File: config.mk
export PLATFORM = sky130hd
export DESIGN_NAME = mem_port_arbiter
export DESIGN_NICKNAME = d
export VERILOG_FILES = /design/src/rtl/mem_port_arbiter_pkg.sv /design/src/rtl/mem_port_arbiter_timeout_counter.sv /design/src/rtl/mem_port_arbiter.sv
export SDC_FILE = /design/constraint.sdc
export NUM_CORES = 1
export LEC_CHECK = 0
export CAP_MARGIN = 25
export CORE_MARGIN = 1
export CORE_UTILIZATION = 35
export DETAILED_ROUTE_END_ITERATION = 7
export GPL_ROUTABILITY_DRIVEN = 0
export MAX_ROUTING_LAYER = met4
export PLACE_DENSITY = 0.73
export SKIP_CTS_REPAIR_TIMING = 1
export SLEW_MARGIN = 20
export SYNTH_ARGS = -nofsm -noshare
export SYNTH_HDL_FRONTEND = slang
export SYNTH_SLANG_ARGS = --single-unit
File: constraint.sdc
create_clock -name CLK -period 4.1 [get_ports CLK]
set_clock_uncertainty 0.15 [all_clocks]
set_input_delay 0.41 -clock CLK [delete_from_list [all_inputs] [get_ports CLK]]
set_output_delay 0.41 -clock CLK [all_outputs]
set_load 0.01 [all_outputs]
File: src/rtl/mem_port_arbiter_pkg.sv
// rtl/mem_port_arbiter_pkg.sv - shared encodings for the memory port arbiter
package mem_port_arbiter_pkg;

   typedef enum logic [1:0] {
      ST_IDLE = 2'd0,
      ST_BUSY = 2'd1,
      ST_RESP = 2'd2
   } arb_state_t;

   typedef enum logic [1:0] {
      OWN_NONE = 2'd0,
      OWN_I    = 2'd1,
      OWN_D    = 2'd2
   } arb_owner_t;

   localparam logic [2:0] LIM_B = 3'd0;
   localparam logic [2:0] LIM_H = 3'd1;
   localparam logic [2:0] LIM_W = 3'd3;

endpackage

File: src/rtl/mem_port_arbiter_timeout_counter.sv
// rtl/mem_port_arbiter_timeout_counter.sv - saturating BUSY-cycle counter for timeout completion
module arb_timeout_counter #(
   parameter int TIMEOUT_CYCLES = 255
) (
   input  logic CLK,
   input  logic RST,
   input  logic CLR,
   input  logic EN,
   output logic EXPIRED
);

   localparam int CW = $clog2(TIMEOUT_CYCLES + 1);
   localparam logic [CW-1:0] LAST = CW'(TIMEOUT_CYCLES - 1);

   logic [CW-1:0] cnt_q;
   logic [CW-1:0] cnt_d;

   assign EXPIRED = (cnt_q == LAST);

   always_comb begin
      cnt_d = cnt_q;
      if (CLR) begin
         cnt_d = '0;
      end else if (EN && !EXPIRED) begin
         cnt_d = cnt_q + 1'b1;
      end
   end

   always_ff @(posedge CLK or posedge RST) begin
      if (RST) begin
         cnt_q <= '0;
      end else begin
         cnt_q <= cnt_d;
      end
   end

endmodule

File: src/rtl/mem_port_arbiter.sv
// rtl/mem_port_arbiter.sv - D-over-I arbiter for the shared memory port, one transaction in flight
// MEM_TIMEOUT_EN: completes a stalled transaction with ERR=1 after TIMEOUT_CYCLES BUSY cycles.
module mem_port_arbiter
   import mem_port_arbiter_pkg::*;
#(
   parameter int AW             = 32,
   parameter int DW             = 32,
   parameter int TIMEOUT_CYCLES = 255
) (
   input  logic          CLK,
   input  logic          RST,
   input  logic          I_REQ,
   input  logic [AW-1:0] I_ADDR,
   input  logic          D_REQ,
   input  logic          D_WE,
   input  logic [AW-1:0] D_ADDR,
   input  logic [DW-1:0] D_WDATA,
   input  logic [2:0]    D_LIM,
   input  logic          D_SIGNED,
   output logic          I_ACK,
   output logic          D_ACK,
   output logic [DW-1:0] RDATA,
   output logic          ERR,
   output logic          BUSY,
   output logic          M_REQ,
   output logic          M_WE,
   output logic [AW-1:0] M_ADDR,
   output logic [DW-1:0] M_WDATA,
   output logic [2:0]    M_LIM,
   output logic          M_SIGNED,
   input  logic          M_RDY,
   input  logic [DW-1:0] M_RDATA
);

   arb_state_t    state_q;
   arb_owner_t    owner_q;
   logic          i_ack_q, d_ack_q, m_req_q, m_we_q, m_signed_q;
   logic [AW-1:0] m_addr_q;
   logic [DW-1:0] m_wdata_q, rdata_q;
   logic [2:0]    m_lim_q;
   logic          timeout_hit;

`ifdef MEM_TIMEOUT_EN
   logic err_q;

   arb_timeout_counter #(
      .TIMEOUT_CYCLES(TIMEOUT_CYCLES)
   ) u_timeout (
      .CLK    (CLK),
      .RST    (RST),
      .CLR    (state_q == ST_IDLE),
      .EN     ((state_q == ST_BUSY) && !M_RDY),
      .EXPIRED(timeout_hit)
   );

   assign ERR = err_q;
`else
   logic unused_cfg;

   assign unused_cfg  = (TIMEOUT_CYCLES == 0);
   assign timeout_hit = 1'b0;
   assign ERR         = 1'b0;
`endif

   always_ff @(posedge CLK or posedge RST) begin
      if (RST) begin
         state_q    <= ST_IDLE;
         owner_q    <= OWN_NONE;
         i_ack_q    <= 1'b0;
         d_ack_q    <= 1'b0;
         m_req_q    <= 1'b0;
         m_we_q     <= 1'b0;
         m_signed_q <= 1'b0;
         m_addr_q   <= '0;
         m_wdata_q  <= '0;
         m_lim_q    <= '0;
         rdata_q    <= '0;
`ifdef MEM_TIMEOUT_EN
         err_q      <= 1'b0;
`endif
      end else begin
         m_req_q <= 1'b0;
         i_ack_q <= 1'b0;
         d_ack_q <= 1'b0;
         case (state_q)
            ST_IDLE: begin
               if (D_REQ) begin
                  owner_q    <= OWN_D;
                  m_we_q     <= D_WE;
                  m_addr_q   <= D_ADDR;
                  m_wdata_q  <= D_WDATA;
                  m_lim_q    <= D_LIM;
                  m_signed_q <= D_SIGNED;
                  m_req_q    <= 1'b1;
                  state_q    <= ST_BUSY;
               end else if (I_REQ) begin
                  // Fetches are always unsigned word reads; M_WDATA keeps the last store data.
                  owner_q    <= OWN_I;
                  m_we_q     <= 1'b0;
                  m_addr_q   <= I_ADDR;
                  m_lim_q    <= LIM_W;
                  m_signed_q <= 1'b0;
                  m_req_q    <= 1'b1;
                  state_q    <= ST_BUSY;
               end
            end
            ST_BUSY: begin
               if (M_RDY || timeout_hit) begin
                  rdata_q <= (m_we_q || !M_RDY) ? '0 : M_RDATA;
`ifdef MEM_TIMEOUT_EN
                  err_q   <= !M_RDY;
`endif
                  i_ack_q <= (owner_q == OWN_I);
                  d_ack_q <= (owner_q == OWN_D);
                  state_q <= ST_RESP;
               end
            end
            ST_RESP: begin
               owner_q <= OWN_NONE;
               state_q <= ST_IDLE;
            end
            default: begin
               owner_q <= OWN_NONE;
               state_q <= ST_IDLE;
            end
         endcase
      end
   end

   assign I_ACK    = i_ack_q;
   assign D_ACK    = d_ack_q;
   assign RDATA    = rdata_q;
   assign BUSY     = (state_q != ST_IDLE);
   assign M_REQ    = m_req_q;
   assign M_WE     = m_we_q;
   assign M_ADDR   = m_addr_q;
   assign M_WDATA  = m_wdata_q;
   assign M_LIM    = m_lim_q;
   assign M_SIGNED = m_signed_q;

endmodule

* After elaboration in Yosys (flattened, before gate mapping)
Index checks and enable logic that the tools add are counted.
** Word-level totals
- Register bits after elaboration :: 108
- Input port bits :: 138
- Output and inout bits :: 106
- Word-level logic and storage cells :: 48
** Operators by class
- Eq/ne operators :: 5
- Multiplexer cells :: 21
- Bitwise gates (word level) :: 1
- Reductions and logical operators :: 10
** Operator list (number)
- $mux 32 :: 3
- $mux 1 :: 10
- $reduce_and 2->1 :: 5
- $mux 2 :: 4
- $pmux 2 s2 :: 2
- $mux 3 :: 2
- $eq 2x1->1 const B :: 2
- $reduce_bool 2->1 :: 2
- $ne 3x3->1 const B :: 1
- $eq 2x2->1 const B :: 1
- $logic_not 2->1 :: 1
- $ne 2x2->1 const B :: 1
- $logic_not 1->1 :: 1
- $logic_or 1x1->1 :: 1
- $not 1->1 :: 1

* Longest topological paths before layout
- Depth after elaboration :: 3
- Mapped depth :: 6

* Least setup slack after synthesis
No wires, ideal clock.
- Path kind :: input to register
- Start point :: in D_REQ
- End point :: reg m_wdata_q[10] (netlist: M_WDATA[10])
- Setup time :: 0.125 ns
- Data arrival time :: 1.514 ns
- Data required time :: 3.825 ns
- Path slack :: 2.312 ns
- Cell stages on the path :: 6
- Cell sequence :: buf_2 -> nor2b_1 -> nor2b_1 -> buf_4 -> buf_6 -> mux2_2
** On the way
- Word-level cells in the longest chain between the ends :: 1
** RTL lines
- start: declaration :: line mem_port_arbiter.sv:14 : input logic D_REQ,
- $reduce_and 2->1 (no source line)
- end signal: assignment :: line mem_port_arbiter.sv:75 : m_wdata_q <= '0;
- end signal: assignment :: line mem_port_arbiter.sv:91 : m_wdata_q <= D_WDATA;
- end: declaration :: line mem_port_arbiter.sv:39 : logic [DW-1:0] m_wdata_q, rdata_q;
Every way passes these cells.
A chain may end at the register's enable or synchronous reset.

* Final worst setup path
- Start point :: reg state_q[1]
- End point :: out BUSY
** On the way
- Word-level cells in the longest chain between the ends :: 1
** RTL lines
- start: declaration :: line mem_port_arbiter.sv:35 : arb_state_t state_q;
- start signal: assignment :: line mem_port_arbiter.sv:67 : state_q <= ST_IDLE;
- start signal: assignment :: line mem_port_arbiter.sv:95 : state_q <= ST_BUSY;
- start signal: assignment :: line mem_port_arbiter.sv:104 : state_q <= ST_BUSY;
- $reduce_bool 2->1 :: line mem_port_arbiter.sv:133 : assign BUSY = (state_q != ST_IDLE);
- end: declaration :: line mem_port_arbiter.sv:24 : output logic BUSY,
Every way passes these cells.

==> metrics.yaml <==
status:
  status: "completed"
clock_tree:
  clk_pin_slew_ns: 0.07
  clk_latency_ns: 0.34
  ctsRootBufferMaster: "clkbuf_16"
  cts_buffer_depth: 2
  tritoncts.num_buffers: 9
  h-tree-depth: 3
  clock_sinks: 108
  cts_tree: "built"
logic_synthesis:
  synth_area_leaders: "dfrtp_1, o21ai_0, mux2_2"
  ys_seq_elements: 108
  synth_top_area_frac: 0.5954
  syn_nets: 528
  seq_area_frac_synth: 0.5954
  async_reset_ff_frac: 1.000
  ys.flop_type: "dfrtp_1"
  ys_types: 22
  syn_area_mm2: 0.004539
  synth_edf_count: 0
  synth_cells: 390
  synth_top_area_cell: "dfrtp_1"
  syn_area_per_cell_um2: 11.64
  synth-warning-count: 0
layout:
  fin_area_mm2: 0.007412
  nets: 759
  area.growth.synth_to_final_pct: 63.29
  diodes: 0
  fillers: 1108
  final_common_cell: "clkdlybuf4s50_1"
  final_cell_mix: "clkdlybuf4s50_1, dfrtp_1, o21ai_0"
  layout.cells.non_filler: 798
  drive_gt1_frac: 0.1070
route:
  first_pass_iters: 4
  drc: 0
  routedWlPerCell_um: 15.32
  routed_wl_um: 12230
  vias_per_cell: 4.718
  num_vias: 3765
  initialDrtViolationCount: 132
  drt.antenna.violating_nets: 0
floorplan:
  die_area_mm2: 0.01343
  die_h_um: 115.9
  die_x_um: 115.9
  coreArea_mm2: 0.01262
  io_pins: 244
  initial_utilization: 0.3597
  num_rows: 41
pwr:
  switchingPower_uw: 1678
  switching_share: 0.3218
  power_frac_seq: 0.365
  p_per_area_mw_per_mm2: 703.6
  power.internal_uw: 3537
  combPwrFrac: 0.460
  leakage_uw: 0.003134
  p_clk_frac: 0.174
  ir_drop_v: 0.0004196
timing:
  fin_crit_ns: 2.790
  hold_viol: 0
  rsz0062_at_grt: "false"
  slew_viol_final: 0
  setup_viol: 0
  tightest_slew_ns: 1.007
  finalCritPeriodShare: 0.6805
  maxSlewHeadroom: 0.3269
  max_freq_mhz: 358.4
  finalSetupTns_ns: 0
place:
  dpl_cell_area_mm2: 0.007097
  io_buffers: 242
  dp.cells: 782
  post-dp-hpwl_um: 9244
setup_path:
  endpoint_kind: "output port"
  crit_chain: "or2_1, buf_4, clkdlybuf4s50_1"
  critPathSlowestCell: "or2_1"
  crit_arrival_ns: 2.23
  critPathLaunchType: "flop"
  crit_type: "flop to output port"
  cp.required_ns: 3.54
  crit_fanout: 21
  critPathMaxStageDelay_ns: 0.55
grt:
  grt_max_degree: 64
  grt_util_all_layers: 0.1916
  antenna_found_initial: 0
  grt_pass1_wl_um: 19060
  grt_pass1_vias: 3883
  grt_overflow: 0
flow_run:
  drv_cap: 0
hold_path:
  hold_class: "flop to flop"
power by group through the flow:
| stage | logic (uW) | clock network, uW | registers, uW |
|---|---|---|---|
| 2_1_floorplan | 831 | 0 | 2110 |
| 3_3_place_gp | 2370 | 0 | 1910 |
| 3_5_place_dp | 2440 | 0 | 1920 |
| 4_1_cts | 2440 | 937 | 1910 |
| 5_1_grt | 2600 | 973 | 1980 |
| 6_report | 2400 | 909 | 1910 |
final cells by class:
class / count / area, um^2 / share of cell area
multi-input combinational: 248 / 1668 / 0.2250
inverter: 4 / 17.52 / 0.002363
timing repair buffer: 250 / 2494 / 0.3364
tap: 172 / 215.2 / 0.02903
clock inverter: 6 / 86.33 / 0.01165
sequential: 108 / 2703 / 0.3646
clock buffer: 10 / 229.0 / 0.03089
metrics by stage:
stage          total power (uW)  setup slack, ns  utilization  hold slack (ns)
5_1_grt                    5554            1.181       0.5873           0.3356
3_5_place_dp               4360            1.614       0.5624           0.2923
6_report                   5215            1.310       0.5873           0.3110
4_1_cts                    5294            1.303       0.5873           0.3066
2_1_floorplan              2943           0.6944            -           0.2723
3_3_place_gp               4273            1.466       0.5615           0.2906
flip-flops by register name, summed over array words and instances, names as in the netlist:
| signal | count |
|---|---|
| M_LIM | 3 |
| D_ACK | 1 |
| RDATA | 32 |
| I_ACK | 1 |
| M_ADDR | 32 |
| M_REQ | 1 |
| M_WE | 1 |
| owner_q | 2 |
| M_SIGNED | 1 |
| M_WDATA | 32 |
| state_q | 2 |
synth_stat cells, drive strengths merged (3+ instances only):
master,number
dfrtp,108
o21ai,100
nand2b,33
mux2,32
mux2i,32
nand2,32
clkbuf,18
buf,12
inv,4
nor2b,4
a22o,3
worst max-delay path, delay by kind of cell (launching register included):
kind	cells	cell delay, ns
flops	1	0.47
buf+inv	2	0.86
simple gates	1	0.55
final timing paths:
check / startpoint / endpoint / slack (ns) / cells past startpoint
setup reg to reg: state_q[1] / M_ADDR[10] / 1.85 / 4
setup / recovery: state_q[1] / BUSY / 1.31 / 3
max in group asynchronous: RST / M_WDATA[23] / 2.57 / 3
hold reg to reg: owner_q[1] / I_ACK / 0.31 / 1
min in group asynchronous: RST / M_ADDR[3] / 0.43 / 2
hold / removal: owner_q[1] / I_ACK / 0.31 / 1
per-layer routing:
metal | routed length, um | up-vias | GRT usage
li1 | - | 1795 | -
met1 | 4963 | 1822 | 0.2204
met2 | 6305 | 131 | 0.3286
met3 | 716 | 17 | 0.03870
met4 | 239 | 0 | 0.07350
met5 | 0 | - | -
logic make-up (layout without fill, tap and decap cells):
logic type	Yosys count	after routing	share of synthesized area
compound gates	106	106	0.1265
buf+inv	34	270	0.03941
flops	108	108	0.5954
mux	64	64	0.1499
other cells	1	1	0.0008261
simple gates	77	77	0.08793
No activity file was read; power rests on OpenSTA's default activity.
